$ cat src/rtl/div_pkg.sv
// Shared types and constants for the sequential restoring divider.
package div_pkg;

    // Controller states; encodings are fixed so waveforms match across blocks.
    typedef enum logic [2:0] {
        IDLE = 3'd0,
        LOAD = 3'd1,
        ITER = 3'd2,
        FIX  = 3'd3,
        DONE = 3'd4
    } state_e;

    // Widest supported operand; users slice the constants below to N bits.
    localparam int unsigned MAX_N = 64;

    // Quotient reported for a zero divisor (all ones at any width).
    localparam logic [MAX_N-1:0] DIV0_QUOT = '1;

endpackage

$ cat src/rtl/div_step.sv
// One radix-2 restoring iteration: shift A:Q left by one, trial-subtract M,
// keep the difference when it did not borrow and shift the quotient bit into Q.
module div_step #(
    parameter int unsigned N = 8
) (
    input  logic [N-1:0] a,
    input  logic [N-1:0] q,
    input  logic [N-1:0] m,
    output logic [N-1:0] a_next,
    output logic [N-1:0] q_next
);

    logic [N:0] shifted;
    logic [N:0] trial;

    // Trial subtraction; the borrow bit trial[N] decides restore vs keep.
    always_comb begin
        shifted = {a, q[N-1]};
        trial   = shifted - {1'b0, m};
        if (!trial[N]) begin
            a_next = trial[N-1:0];
        end else begin
            a_next = shifted[N-1:0];
        end
        q_next = {q[N-2:0], ~trial[N]};
    end

endmodule

$ cat src/rtl/div_seq_param.sv
// Parametrised sequential radix-2 restoring divider with busy/done handshake.
// One iteration per clock; divide-by-zero and signed-overflow flags.
// Build option: define DIV_SIGNED_EN to honour signed_mode (two's-complement
// operands, sign correction, overflow flag). Without it every operation is
// unsigned and overflow stays 0; the FIX cycle remains so latency is unchanged.
module div_seq_param
    import div_pkg::*;
#(
    parameter int unsigned N     = 8,
    parameter int unsigned CNT_W = $clog2(N + 1)
) (
    input  logic         clk,
    input  logic         reset_n,
    input  logic         start,
    input  logic         signed_mode,
    input  logic [N-1:0] dividend,
    input  logic [N-1:0] divisor,
    output logic [N-1:0] quotient,
    output logic [N-1:0] remainder,
    output logic         busy,
    output logic         done,
    output logic         div_by_zero,
    output logic         overflow
);

    localparam logic [N-1:0]     QUOT_DIV0 = DIV0_QUOT[N-1:0];
    localparam logic [N-1:0]     MIN_NEG   = {1'b1, {(N - 1){1'b0}}};
    localparam logic [CNT_W-1:0] LAST_ITER = CNT_W'(N - 1);

    state_e           state_q, state_d;
    logic [N-1:0]     a_q, a_d;
    logic [N-1:0]     q_q, q_d;
    logic [N-1:0]     m_q, m_d;
    logic [N-1:0]     dvd_q, dvd_d;
    logic [CNT_W-1:0] cnt_q, cnt_d;
    logic [N-1:0]     quot_q, quot_d;
    logic [N-1:0]     rem_q, rem_d;
    logic             dbz_q, dbz_d;
    logic             ovf_q, ovf_d;

    logic             accept;
    logic [N-1:0]     step_a, step_q;
    logic [N-1:0]     dvd_abs, dvs_abs;
    logic [N-1:0]     quot_fix, rem_fix;
    logic             ovf_fix;

    // Start is only honoured when no division is in flight.
    assign accept = start && ((state_q == IDLE) || (state_q == DONE));

`ifdef DIV_SIGNED_EN
    logic neg_quot_q;
    logic neg_rem_q;
    logic ovf_pend_q;
    logic dvd_neg, dvs_neg;

    assign dvd_neg = signed_mode & dividend[N-1];
    assign dvs_neg = signed_mode & divisor[N-1];
    assign dvd_abs = dvd_neg ? -dividend : dividend;
    assign dvs_abs = dvs_neg ? -divisor : divisor;

    // Result signs and the -2^(N-1) / -1 case are latched with the operands.
    always_ff @(posedge clk or negedge reset_n) begin
        if (!reset_n) begin
            neg_quot_q <= 1'b0;
            neg_rem_q  <= 1'b0;
            ovf_pend_q <= 1'b0;
        end else if (accept) begin
            neg_quot_q <= dvd_neg ^ dvs_neg;
            neg_rem_q  <= dvd_neg;
            ovf_pend_q <= signed_mode && (dividend == MIN_NEG) && (&divisor);
        end
    end

    // Truncating division: quotient sign is the XOR, remainder follows dividend.
    assign quot_fix = neg_quot_q ? -q_q : q_q;
    assign rem_fix  = neg_rem_q ? -a_q : a_q;
    assign ovf_fix  = ovf_pend_q;
`else
    logic unused_signed_mode;
    logic [N-1:0] unused_min_neg;

    assign unused_signed_mode = signed_mode;
    assign unused_min_neg     = MIN_NEG;
    assign dvd_abs            = dividend;
    assign dvs_abs            = divisor;
    assign quot_fix           = q_q;
    assign rem_fix            = a_q;
    assign ovf_fix            = 1'b0;
`endif

    div_step #(
        .N (N)
    ) u_step (
        .a      (a_q),
        .q      (q_q),
        .m      (m_q),
        .a_next (step_a),
        .q_next (step_q)
    );

    // Next-state logic and datapath updates for the division sequence.
    always_comb begin
        state_d = state_q;
        a_d     = a_q;
        q_d     = q_q;
        m_d     = m_q;
        dvd_d   = dvd_q;
        cnt_d   = cnt_q;
        quot_d  = quot_q;
        rem_d   = rem_q;
        dbz_d   = dbz_q;
        ovf_d   = ovf_q;

        unique case (state_q)
            IDLE, DONE: begin
                if (start) begin
                    state_d = LOAD;
                    a_d     = '0;
                    q_d     = dvd_abs;
                    m_d     = dvs_abs;
                    dvd_d   = dividend;
                    cnt_d   = '0;
                    dbz_d   = 1'b0;
                    ovf_d   = 1'b0;
                end else begin
                    state_d = IDLE;
                end
            end
            LOAD: begin
                cnt_d = '0;
                // A zero divisor skips the iterations but still passes FIX,
                // keeping the divide-by-zero result two cycles after start.
                state_d = (m_q == '0) ? FIX : ITER;
            end
            ITER: begin
                a_d   = step_a;
                q_d   = step_q;
                cnt_d = cnt_q + 1'b1;
                if (cnt_q == LAST_ITER) begin
                    state_d = FIX;
                end
            end
            FIX: begin
                state_d = DONE;
                if (m_q == '0) begin
                    quot_d = QUOT_DIV0;
                    rem_d  = dvd_q;
                    dbz_d  = 1'b1;
                end else begin
                    quot_d = quot_fix;
                    rem_d  = rem_fix;
                    ovf_d  = ovf_fix;
                end
            end
            default: begin
                state_d = IDLE;
            end
        endcase
    end

    // State, datapath and result registers; reset aborts any division.
    always_ff @(posedge clk or negedge reset_n) begin
        if (!reset_n) begin
            state_q <= IDLE;
            a_q     <= '0;
            q_q     <= '0;
            m_q     <= '0;
            dvd_q   <= '0;
            cnt_q   <= '0;
            quot_q  <= '0;
            rem_q   <= '0;
            dbz_q   <= 1'b0;
            ovf_q   <= 1'b0;
        end else begin
            state_q <= state_d;
            a_q     <= a_d;
            q_q     <= q_d;
            m_q     <= m_d;
            dvd_q   <= dvd_d;
            cnt_q   <= cnt_d;
            quot_q  <= quot_d;
            rem_q   <= rem_d;
            dbz_q   <= dbz_d;
            ovf_q   <= ovf_d;
        end
    end

    // Handshake outputs decode directly from the state register.
    always_comb begin
        busy = (state_q == LOAD) || (state_q == ITER) || (state_q == FIX);
        done = (state_q == DONE);
    end

    assign quotient    = quot_q;
    assign remainder   = rem_q;
    assign div_by_zero = dbz_q;
    assign overflow    = ovf_q;

endmodule
$ cat config.mk
export PLATFORM = sky130hd
export DESIGN_NAME = div_seq_param
export DESIGN_NICKNAME = d
export VERILOG_FILES = /design/src/rtl/div_pkg.sv /design/src/rtl/div_step.sv /design/src/rtl/div_seq_param.sv
export SDC_FILE = /design/constraint.sdc
export NUM_CORES = 1
export LEC_CHECK = 0
export ABC_CLOCK_PERIOD_IN_PS = 6800
export BUFFER_PORTS_ARGS = -buffer_cell sky130_fd_sc_hd__buf_2
export CAP_MARGIN = 20
export CORE_MARGIN = 1.5
export CORE_UTILIZATION = 25
export CTS_CLUSTER_DIAMETER = 40
export DETAILED_ROUTE_END_ITERATION = 8
export PLACE_DENSITY = 0.4
export SLEW_MARGIN = 25
export SYNTH_ARGS = -nofsm -noshare
export SYNTH_HDL_FRONTEND = slang
export SYNTH_SLANG_ARGS = --single-unit
$ cat constraint.sdc
create_clock -name clk -period 6.8 [get_ports clk]
set_input_delay 0.34 -clock clk [delete_from_list [all_inputs] [get_ports clk]]
set_output_delay 0.34 -clock clk [all_outputs]
set_load 0.01 [all_outputs]
==> results.tsv <==
stage	metric	value	unit
clock_tree	cts_tree	built	
critical_path	worstPathRequired	7.00	ns
final_layout	fin_nets	340	
final_layout	diodes	0	
timing	final-setup-viol-count	0	
timing	hold_viol	0	
clock_tree	cts_num_sinks	56	
timing	setup_tns	0	ns
critical_path	cp_num_buf_inv	2	
die	core_area	0.01079	mm2
critical_path	r2r-start	q_q[7]	
timing	layout_min_cycle_time	3.061	ns
yosys	syn_inst	276	
yosys	syn_area	0.002765	mm2
yosys	synth_compound_area_frac	0.1602	
placed_design	gp_congestion	0.7576	
detailed_routing	wire_per_inst	14.20	um
yosys	synth_mux_area_frac	0.09095	
timing	max_slew_margin	0.4016	
yosys	yosysWarnings	0	
final_layout	mostFrequentLayoutCell	nand2_1	
critical_path	cp.arrival	3.26	ns
detailed_routing	drc_errors	0	
yosys	synth_xor_area_frac	0.01900	
global_route	grt_antenna_before_repair	0	
power_and_ir_drop	p_comb_frac	0.494	
detailed_routing	routed_via_density	4.501	
critical_path	critical_path_class	reg2reg	
critical_path	endpoint_kind	register	
clock_tree	cts_max_level	2	
final_layout	fill_cells	1129	
timing	fmax	326.7	MHz
die	die_area	0.01170	mm2
placed_design	dp.cells	442	
die	io_pins	40	
power_and_ir_drop	power	1.532	mW
detailed_routing	dr.pass1.iters	5	
job	maxCapViolCount	0	
worst_hold_path	holdCritPathClass	in2async	
global_route	grt_pass1_vias	2038	
critical_path	critPathLaunch	q_q[7]	
critical_path	crit_fanout	13	
timing	skew	0.01119	ns
global_route	grt_pass1_wl	10700	um
yosys	syn_nets	306	
power_and_ir_drop	internal_power	0.8761	mW
final_layout	fin_area	0.003187	mm2
clock_tree	hold_buffers	0	
die	start_util	0.2562	
power_and_ir_drop	p_sw_frac	0.4282	
placed_design	post-dp-hpwl	4587	um
timing	grt_setup_unrepaired	no	
yosys	synth_edf_count	0	
detailed_routing	num_vias	2030	
power_and_ir_drop	clkPwrFrac	0.123	
die	rows	38	
timing	fin_crit_sh	0.4501	
clock_tree	post_cts_resized	0	
detailed_routing	drt-initial-drc-count	70	
placed_design	dpl_cell_area	0.003087	mm2
critical_path	max_stage_delay	0.84	ns
yosys	ys.flop_type	dfrtp_1	
timing	tightest_slew	0.8976	ns
critical_path	cpMaxStageDelayCell	a2111oi_4	
critical_path	cp-start-kind	register	
run_status	outcome	finished, final reports clean	
power_and_ir_drop	p_switching	0.6560	mW
yosys	synth-simple-area-share	0.1317	
clock_tree	cts.clk_slew.worst_paths	0.11	ns
final_layout	drive_gt1_frac	0.2154	
yosys	synthAdderAreaFrac	0.04796	
critical_path	crit_chain	inv_1 -> ha_1 -> inv_1 -> fa_1 -> a211oi_2 -> nor3_2 -> mux2i_1 -> a2111oi_4 -> mux2i_1 -> o21ai_0	
placed_design	portBuffers	37	
global_route	grt-ovfl-total	0	
clock_tree	post_cts_buffers	0	
yosys	ys_async_sr_fraction	1.000	
final_layout	fin_cells	451	
critical_path	cp_top_family	compound AO/OA/AOI/OAI gates	
power_and_ir_drop	p_per_area	480.7	mW/mm2
clock_tree	clockRootBuffer	clkbuf_8	
power_and_ir_drop	seq_power_share	0.383	
detailed_routing	postRouteWirelength	6406	um
timing	slew_viol_final	0	
yosys	syn_area_per_cell	10.02	um2
die	chipHeight	108.2	um
final_layout	area_delta_synth_final	15.25	%
clock_tree	insertion_delay	0.31	ns
yosys	synth_seq_cells	56	
global_route	grt_max_degree	57	
yosys	synth_top_family_by_area	compound AO/OA/AOI/OAI gates	
yosys	ys_seq_area_frac	0.5068	
global_route	grtUsageTotal	0.1179	
power_and_ir_drop	ir_drop	124.9	uV
detailed_routing	ant_nets	0	
power_and_ir_drop	power.leakage	1.546	nW
yosys	synth.distinct_cells	41	
clock_tree	cts_made_buffers	5	
die	die_w	108.2	um
final_layout	final_cell_mix	57 x nand2_1, 56 x dfrtp_1, 37 x buf_2	
clock_tree	cts_buffer_depth	2	
metal layers:
layer  GRT usage  up-vias  routed length, um
met5           0        -                  0
met4     0.02820        0                 77
met3     0.02291        7                197
met2      0.1858       33               2953
met1      0.1663      968               3177
li1            -     1022                  -
logic make-up (layout without fill, tap and decap cells):
family	count (synthesis)	count (layout)
DFF	56	56
AOI/OAI and AO/OA	68	68
xor gates and xnor gates	6	6
buffers and inverters	28	63
muxes	24	24
other	1	1
and+or+nand+nor	83	83
adders and majority gates	10	10
Yosys cell counts (all sizes together) (2+ instances only):
cell / instances / area share
a21o: 3 / 0.0091
a21oi: 5 / 0.0090
a22oi: 8 / 0.022
a32oi: 3 / 0.0095
and2: 4 / 0.0090
buf: 2 / 0.0068
clkbuf: 12 / 0.016
dfrtp: 56 / 0.51
ha: 9 / 0.041
inv: 14 / 0.019
mux2: 9 / 0.037
mux2i: 15 / 0.054
nand2: 57 / 0.077
nand3: 4 / 0.0072
nor2: 8 / 0.011
nor3: 3 / 0.0072
nor4: 2 / 0.0045
o21ai: 38 / 0.071
o21bai: 2 / 0.0054
xor2: 5 / 0.016
metrics by stage:
| stage | utilization | hold slack, ns | worst slack (ns) |
|---|---|---|---|
| 2_1_floorplan | - | 0.04441 | 4.202 |
| 3_5_place_dp | 0.2860 | 0.4526 | 3.738 |
| 5_1_grt | 0.2953 | 0.2292 | 3.487 |
| 3_3_place_gp | 0.2858 | 0.4465 | 3.783 |
| 6_report | 0.2953 | 0.1568 | 3.739 |
| 4_1_cts | 0.2942 | 0.1965 | 3.726 |
power groups by stage:
stage,clock network (mW),registers (mW),logic (mW)
global route,0.209,0.608,0.872
detailed placement,0,0.595,0.766
CTS,0.195,0.589,0.767
global placement,0,0.592,0.760
floorplan,0,0.577,0.581
finish,0.188,0.587,0.757
worst reg2reg max path, stage by stage, from the launching register on:
cell,delay (ns)
dfrtp_1,0.43
inv_1,0.07
ha_1,0.14
inv_1,0.06
fa_1,0.43
a211oi_2,0.36
nor3_2,0.10
mux2i_1,0.16
a2111oi_4,0.84
mux2i_1,0.28
o21ai_0,0.09
flip-flops by register name (all words and copies together) (netlist names):
register,flops
div_by_zero,1
cnt_q,4
a_q,8
state_q,3
q_q,8
remainder,8
quotient,8
m_q,8
dvd_q,8
path summary, 6_finish.rpt:
path                           endpoint  slack [ns]  cells past startpoint
max                              a_q[3]        3.74                     10
min                        remainder[3]        0.16                      2
max reg2reg                      a_q[3]        3.74                     10
min reg2reg                 quotient[0]        0.47                      2
max in group asynchronous  remainder[0]        6.15                      2
min in group clk                 m_q[7]        0.24                      3
final cells by class:
cell class | instances | area, um2 | area share
well taps | 140 | 175.2 | 0.05497
clock inverters | 2 | 16.27 | 0.005104
clock buffers | 6 | 72.57 | 0.02277
repair buffers | 41 | 219.0 | 0.06871
multi-input cells | 192 | 1250 | 0.3922
inverters | 14 | 52.55 | 0.01649
flip-flops and latches | 56 | 1401 | 0.4397
No activity file was read; power rests on OpenSTA's default activity.
